$ cat src/rtl/pc_sel_arbiter.sv
// Round-robin 6:1 select arbiter for the hring fan-in mux.
// Define PC_SEL_ARB_LOCK_EN to hold the grant across multi-flit packets.
`ifndef PC_INDEX_WIDTH
`define PC_INDEX_WIDTH 3
`endif

module pc_sel_arbiter #(
  parameter int N_IN  = 6,
  parameter int SEL_W = `PC_INDEX_WIDTH
) (
  input  logic             clk,
  input  logic             rst_n,
  input  logic [N_IN-1:0]  req,
  input  logic [N_IN-1:0]  tail,
  input  logic             out_ready,
  output logic [SEL_W-1:0] sel,
  output logic             sel_valid,
  output logic [N_IN-1:0]  gnt
);

`ifdef PC_SEL_ARB_LOCK_EN
  typedef enum logic [1:0] {IDLE, OFFER, LOCKED} state_t;
`else
  typedef enum logic [1:0] {IDLE, OFFER} state_t;
`endif

  state_t           state;
  logic [SEL_W-1:0] ptr;
  logic [SEL_W-1:0] owner;
  logic [SEL_W-1:0] nptr;
  logic             xfer;
  logic             last;
  logic             idle_hit;
  logic [SEL_W-1:0] idle_w;
  logic             rel_hit;
  logic [SEL_W-1:0] rel_w;

  // First set bit of r scanning p, p+1, ... modulo N_IN.
  function automatic logic [SEL_W:0] pick(
    input logic [N_IN-1:0]  r,
    input logic [SEL_W-1:0] p
  );
    logic             found;
    logic [SEL_W-1:0] w;
    logic [SEL_W-1:0] i3;
    int               idx;
    found = 1'b0;
    w     = '0;
    for (int k = 0; k < N_IN; k++) begin
      idx = int'(p) + k;
      if (idx >= N_IN) idx = idx - N_IN;
      i3 = SEL_W'(idx);
      if (!found && r[i3]) begin
        found = 1'b1;
        w     = i3;
      end
    end
    return {found, w};
  endfunction

  function automatic logic [N_IN-1:0] onehot(
    input logic [SEL_W-1:0] w
  );
    return N_IN'(1) << w;
  endfunction

  always_comb begin
    nptr = (owner == SEL_W'(N_IN - 1)) ? '0 : owner + 1'b1;
    xfer = sel_valid & out_ready;
    {idle_hit, idle_w} = pick(req, ptr);
    {rel_hit, rel_w}   = pick(req, nptr);
    last = 1'b1;
`ifdef PC_SEL_ARB_LOCK_EN
    last = tail[owner];
`endif
  end

`ifndef PC_SEL_ARB_LOCK_EN
  logic unused_tail;
  assign unused_tail = ^tail;
`endif

  always_ff @(posedge clk or negedge rst_n) begin
    if (!rst_n) begin
      state     <= IDLE;
      ptr       <= '0;
      owner     <= '0;
      sel       <= '0;
      sel_valid <= 1'b0;
      gnt       <= '0;
    end else if (state != IDLE && xfer && last) begin
      // Packet end: rotate past the owner and re-arbitrate at once.
      ptr <= nptr;
      if (rel_hit) begin
        state     <= OFFER;
        owner     <= rel_w;
        sel       <= rel_w;
        sel_valid <= 1'b1;
        gnt       <= onehot(rel_w);
      end else begin
        state     <= IDLE;
        sel_valid <= 1'b0;
        gnt       <= '0;
      end
    end else begin
      unique case (state)
        IDLE: begin
          if (idle_hit) begin
            state     <= OFFER;
            owner     <= idle_w;
            sel       <= idle_w;
            sel_valid <= 1'b1;
            gnt       <= onehot(idle_w);
          end
        end
        OFFER: begin
`ifdef PC_SEL_ARB_LOCK_EN
          if (xfer) begin
            state     <= LOCKED;
            sel_valid <= req[owner];
            gnt       <= req[owner] ? onehot(owner) : '0;
          end else
`endif
          if (!req[owner]) begin
            state     <= IDLE;
            sel_valid <= 1'b0;
            gnt       <= '0;
          end
        end
`ifdef PC_SEL_ARB_LOCK_EN
        LOCKED: begin
          sel_valid <= req[owner];
          gnt       <= req[owner] ? onehot(owner) : '0;
        end
`endif
        default: state <= IDLE;
      endcase
    end
  end

endmodule
$ cat config.mk
export PLATFORM = sky130hd
export DESIGN_NAME = pc_sel_arbiter
export DESIGN_NICKNAME = d
export VERILOG_FILES = /design/src/rtl/pc_sel_arbiter.sv
export SDC_FILE = /design/constraint.sdc
export NUM_CORES = 1
export LEC_CHECK = 0
export ABC_AREA = 1
export BUFFER_PORTS_ARGS = -buffer_cell sky130_fd_sc_hd__buf_2
export CAP_MARGIN = 20
export CELL_PAD_IN_SITES_DETAIL_PLACEMENT = 2
export CELL_PAD_IN_SITES_GLOBAL_PLACEMENT = 2
export CORE_UTILIZATION = 30
export DETAILED_ROUTE_END_ITERATION = 8
export HOLD_SLACK_MARGIN = 0.12
export PLACE_DENSITY = 0.73
export REMOVE_ABC_BUFFERS = 1
export SYNTH_ARGS = -nofsm -noshare
export SYNTH_HDL_FRONTEND = slang
export SYNTH_SLANG_ARGS = --single-unit
export TNS_END_PERCENT = 10
$ cat constraint.sdc
create_clock -name clk -period 3.3 [get_ports clk]
set_input_delay 0.33 -clock clk [delete_from_list [all_inputs] [get_ports clk]]
set_output_delay 0.33 -clock clk [all_outputs]
set_load 0.01 [all_outputs]
=== Word-level counts from Yosys, hierarchy flattened ===
Index checks and enable logic that the tools add are counted.

* Bits in registers: 15
* Output and inout port bits: 10
* Logic and storage cells: 172

* Add/subtract/negate cells: 23
* $lt $le $gt $ge: 25
* Equality and inequality tests: 5
* Shifts and indexed selects: 2
* Multiplexer cells: 82
* Bitwise logic cells: 1
* Reduce and logical (&&, ||, !) cells: 29

{| class="wikitable"
|+ Operator list
! kind !! count
|-
| 3-bit 2-to-1 mux || 29
|-
| 3-bit by 4-bit < comparator with 1-bit output, second input constant || 13
|-
| 4-bit by 3-bit >= comparator with 1-bit output, second input constant || 10
|-
| 1-bit binary-select mux with 3-bit select || 13
|-
| 3-bit subtractor, second input constant || 12
|-
| 1-bit 2-to-1 mux || 30
|-
| 6-bit 2-to-1 mux || 4
|-
| 3-bit by 2-bit adder with 4-bit output, second input constant || 4
|-
| 3-bit by 3-bit adder with 4-bit output, second input constant || 4
|-
| 6-bit case mux with 2 select lines || 1
|-
| 1-bit by 3-bit left shift with 6-bit output, first input constant || 2
|-
| 1-bit logical AND || 11
|-
| 1-bit logical NOT || 10
|-
| 3-bit by 1-bit adder with 4-bit output, second input constant || 2
|-
| 3-bit >= comparator, second input constant || 2
|-
| 2-bit 2-to-1 mux || 3
|-
| 3-bit != test, second input constant || 2
|-
| 3-bit AND reduction || 2
|-
| 2-bit nonzero test || 3
|-
| 2-bit case mux with 2 select lines || 1
|-
| 3-bit by 1-bit adder with 3-bit output, second input constant || 1
|-
| 3-bit equality test, second input constant || 1
|-
| 3-bit nonzero test || 1
|-
| 2-bit by 1-bit equality test with 1-bit output, second input constant || 1
|-
| 5 further kinds || 5
|}

=== Depth between registers and ports, before layout ===
* Word-level depth: 25
* Gate-level depth with buffers: 24
* Gate-level depth less buffers: 22

=== Least setup slack after synthesis ===
Ideal clock, no wire load.

* Kind: reg2reg
* Start point: reg owner[0]
* End point: reg gnt[0]
* Setup time: 120 ps
* Arrival time: 2,614 ps
* Slack: 567 ps
* Stages on the path, launching flop included: 24
* Buffers on the path: 2
* Period minus slack after synthesis: 2,733 ps
* Path through: dfrtp_1 -> buf_6 -> inv_6 -> buf_6 -> nand2_4 -> nand2_4 -> inv_2 -> ha_1 -> inv_1 -> nand2_1 -> nand2_1 -> nand2_2 -> nand2_2 -> nand2_2 -> nand2_1 -> a21oi_2 -> nor2_4 -> nand3_4 -> nor2_2 -> nand3_1 -> nand3_2 -> nor2_1 -> nand2_1 -> a21oi_2

* Longest elaborated chain between the ends: 25
* Elaborated cells between the ends (all ways): 67

{| class="wikitable"
|+ RTL lines
! element !! RTL line !! source
|-
| from (decl) || 29 || <nowiki>logic [SEL_W-1:0] owner;</nowiki>
|-
| from (signal assigned) || 96 || <nowiki>owner <= rel_w;</nowiki>
|-
| from (signal assigned) || 110 || <nowiki>owner <= idle_w;</nowiki>
|-
| 3-bit by 1-bit adder with 3-bit output or 3-bit equality test (tied branches) || 68 || <nowiki>nptr = (owner == SEL_W'(N_IN - 1)) ? '0 : owner + 1'b1;</nowiki>
|-
| 3-bit 2-to-1 mux * || 68 ||
|-
| net nptr[0] || 30 || <nowiki>logic [SEL_W-1:0] nptr;</nowiki>
|-
| branches (longest 21 deep; another with 3-bit by 1-bit adder with 4-bit output) || n/a ||
|-
| 6-bit 2-to-1 mux * || 94 || <nowiki>if (rel_hit) begin</nowiki>
|-
| 6-bit 2-to-1 mux * || 91 || <nowiki>end else if (state != IDLE && xfer && last) begin</nowiki>
|-
| to (signal assigned) || 99 || <nowiki>gnt <= onehot(rel_w);</nowiki>
|-
| to (signal assigned) || 113 || <nowiki>gnt <= onehot(idle_w);</nowiki>
|-
| to (decl) || 18 || <nowiki>output logic [N_IN-1:0] gnt</nowiki>
|}

Mark *: on every way through the listed nets, which the timed path passes. The select of a mux whose other input is x is not followed.
A chain may end at the register's enable or synchronous reset.

=== Final worst setup path ===
* Start point: reg owner[2]
* End point: reg gnt[0]

* Longest elaborated chain between the ends: 25
* Elaborated cells between the ends (all ways): 67

{| class="wikitable"
|+ RTL lines
! element !! RTL line
|-
| 3-bit equality test * || 68
|-
| 3-bit 2-to-1 mux * || 68
|-
| net nptr[1] || 30
|-
| branches (longest 21 deep; another with 3-bit by 1-bit adder with 4-bit output) || n/a
|-
| 6-bit 2-to-1 mux * || 94
|-
| 6-bit 2-to-1 mux * || 91
|}

Marked as above.

==> results.cfg <==
[clocking]
postCtsResizedCells = 0
root_buffer = clkbuf_8
cts.path.max_buffers = 2
post_cts_buffers = 0
cts_max_level = 1
insertion_delay_ps = 250
clock-sinks = 13
cts_tree = built
ctsHoldBuffers = 1
clkSlewWorstSetupHoldPaths_ps = 60
cts_made_buffers = 3

[worst_setup_path]
end_kind = flip-flop
crit_type = reg2reg
slowest_stage = dfrtp_1
slowest_delay_ps = 450
cp_max_fo = 7
crit_family = simple AND/OR/NAND/NOR gates
crit_required_ps = 3480
startpoint_type = flip-flop
crit_buf_inv = 4
path_cells = inv_2 > nand3_1 > nand2_4 > inv_2 > ha_1 > inv_1 > nand2_1 > nand3_1 > xor2_2 > o21ai_1 > o21ai_2 > inv_2 > nand3_2 > nor2_1 > nor2_1 > nand3_2 > nor2_1 > nand2_1 > a21oi_2
critPathArrivalTime_ps = 3240

[global_routing]
grt_pass1_vias = 2818
grt_max_degree = 22
grt.total_usage_pct = 20.5
grt_overflow = 0
antenna_found_initial = 0
grt_pass1_wl_um = 13900

[cells_and_area]
final_nets = 451
multi_input_area_um2 = 1850
drive_gt1_share_pct = 22.6
final-seq-area_um2 = 325
antenna_cells = 0
nFillCells = 1018
syn2layout_area_growth_pct = 10.7
final_cells = 522

[logic_synthesis]
synth-seq-cells = 13
yosysUniqueCellTypes = 41
syn_inst = 397
seq_area_frac_synth_pct = 13.2
synth_edf_count = 0
synth_top_area_share_pct = 17.3
yosys_warnings = 0
avgSynthCellArea_um2 = 6.19
async_flop_share_pct = 100
syn_area_um2 = 2460
ys_top_cells_by_area = nand2_1 (17%), dfrtp_1 (13%), nand3_1 (10%)
yosys.area.top_type = nand2_1
ys.flop_type = dfrtp_1

[route]
wl_um = 8240
dr.first_iter.drc_count = 59
vias = 2680
route.detailed.drc = 0
wl_per_cell_um = 15.8
dr.pass1.iters = 4
ant_nets = 0
via_per_inst = 5.13

[run]
cap_violations = 0

[timing]
finClkSkew_ps = 4.56
worst_slew_pin_slew_ps = 583
slew_headroom_pct = 60.7
fin_tns_setup_ps = 0
slew_violations = 0
rsz0062_at_grt = false
report.final.setup_viol = 0
fmax_mhz = 327
period_needed_ps = 3050
hold_violations = 0
min_period_over_period_pct = 92.6

[floorplan]
start_util_pct = 31.5
die_w_um = 92.5
io_pins = 25
die-area_um2 = 8560
fp.dieH_um = 92.5
core_area_um2 = 7810
rows = 32

[place]
place.gp.congestion = 0.801
dp.cells = 517
port_buffers = 18
dp_hpwl_um = 7000

[min_path]
hold_path_class = in2async

[outcome]
status = finished clean
## placed cells by master, fill, tap and decap left out, types with 2 or more instances in the layout
cell and n:
nand3_4 3, clkbuf_8 3, dfrtp_1 13, ha_1 15, nor3_1 5, nand2_4 6
o21ai_0 18, nand3b_1 7, inv_1 37, nand2_2 14, xnor2_1 2, nand2_1 113
nor2_2 5, o21a_1 4, nor2_1 26, o22ai_1 2, a21oi_1 6, o21ai_2 3
nand3_1 51, a31oi_1 2, a21oi_2 3, nand4_1 10, o21ai_1 6, inv_2 13
buf_2 18, buf_4 8, o31ai_4 2, clkinv_2 2, nand3_2 8, xor2_2 2
## cells by family (layout without fill, tap and decap cells)
group	count (synthesis)	count (layout)	synth area share, %
AO/OA/AOI/OAI	51	51	14.0
AND/OR/NAND/NOR	252	252	51.8
buffers and inverters	62	85	11.4
XOR/XNOR	4	4	2.04
adder cells (fa/ha/maj)	15	15	7.64
flip-flops	13	13	13.2
## Yosys cell counts, types with 3 or more instances
| master | n |
|---|---|
| nand2_1 | 113 |
| nand3_1 | 51 |
| inv_1 | 37 |
| nor2_1 | 26 |
| o21ai_0 | 18 |
| ha_1 | 15 |
| nand2_2 | 14 |
| dfrtp_1 | 13 |
| inv_2 | 13 |
| nand4_1 | 10 |
| nand3_2 | 8 |
| nand3b_1 | 7 |
| a21oi_1 | 6 |
| nand2_4 | 6 |
| o21ai_1 | 6 |
| buf_6 | 5 |
| nor2_2 | 5 |
| nor3_1 | 5 |
| o21a_1 | 4 |
| a21oi_2 | 3 |
| nand3_4 | 3 |
| o21ai_2 | 3 |
## state kept, by name, indices dropped and copies added, names as in the netlist
name	count
state	1
ptr	3
owner	3
gnt	6
## per-layer routing
layer / wire [um] / part of all wire (%) / track usage [%] / vias to the layer above
met5: 0 / 0 / 0 / -
met2: 4120 / 50 / 37.3 / 22
li1: - / - / - / 1342
met4: 38 / 0.46 / 2.86 / 0
met3: 124 / 1.5 / 1.07 / 5
met1: 3960 / 48 / 26.9 / 1311
## through the flow
step | cell area (um2) | utilization [%] | hold WS (ps) | setup WS [ps]
after floorplan | 2390 | - | 34.4 | 360
after global placement | 2670 | 34.2 | 238 | 375
after detailed placement | 2670 | 34.2 | 248 | 244
after CTS | 2720 | 34.9 | 501 | 224
after global routing | 2720 | 34.9 | 525 | 20.3
final | 2720 | 34.9 | 493 | 245
## area by class of cell
class                      instances  share of cell area [%]
tap                              102                    4.69
multi-input combinational        322                    68.1
inverter                          54                    7.72
sequential                        13                    12.0
clock buffer                       4                    1.66
timing repair buffer              27                    5.89
## final timing paths
kind | slack, ps | endpoint | from | depth (start not counted)
max | 250 | gnt[0] | owner[2] | 19
min | 490 | gnt[3] | rst_n | 2
max reg2reg | 250 | gnt[0] | owner[2] | 19
min reg2reg | 500 | gnt[1] | gnt[1] | 2
max in group asynchronous | 2560 | owner[2] | rst_n | 2
min in group clk | 500 | gnt[1] | gnt[1] | 2
Power is not shown: default switching activity piles up to over one toggle a cycle in this logic, so the estimate is an artifact.
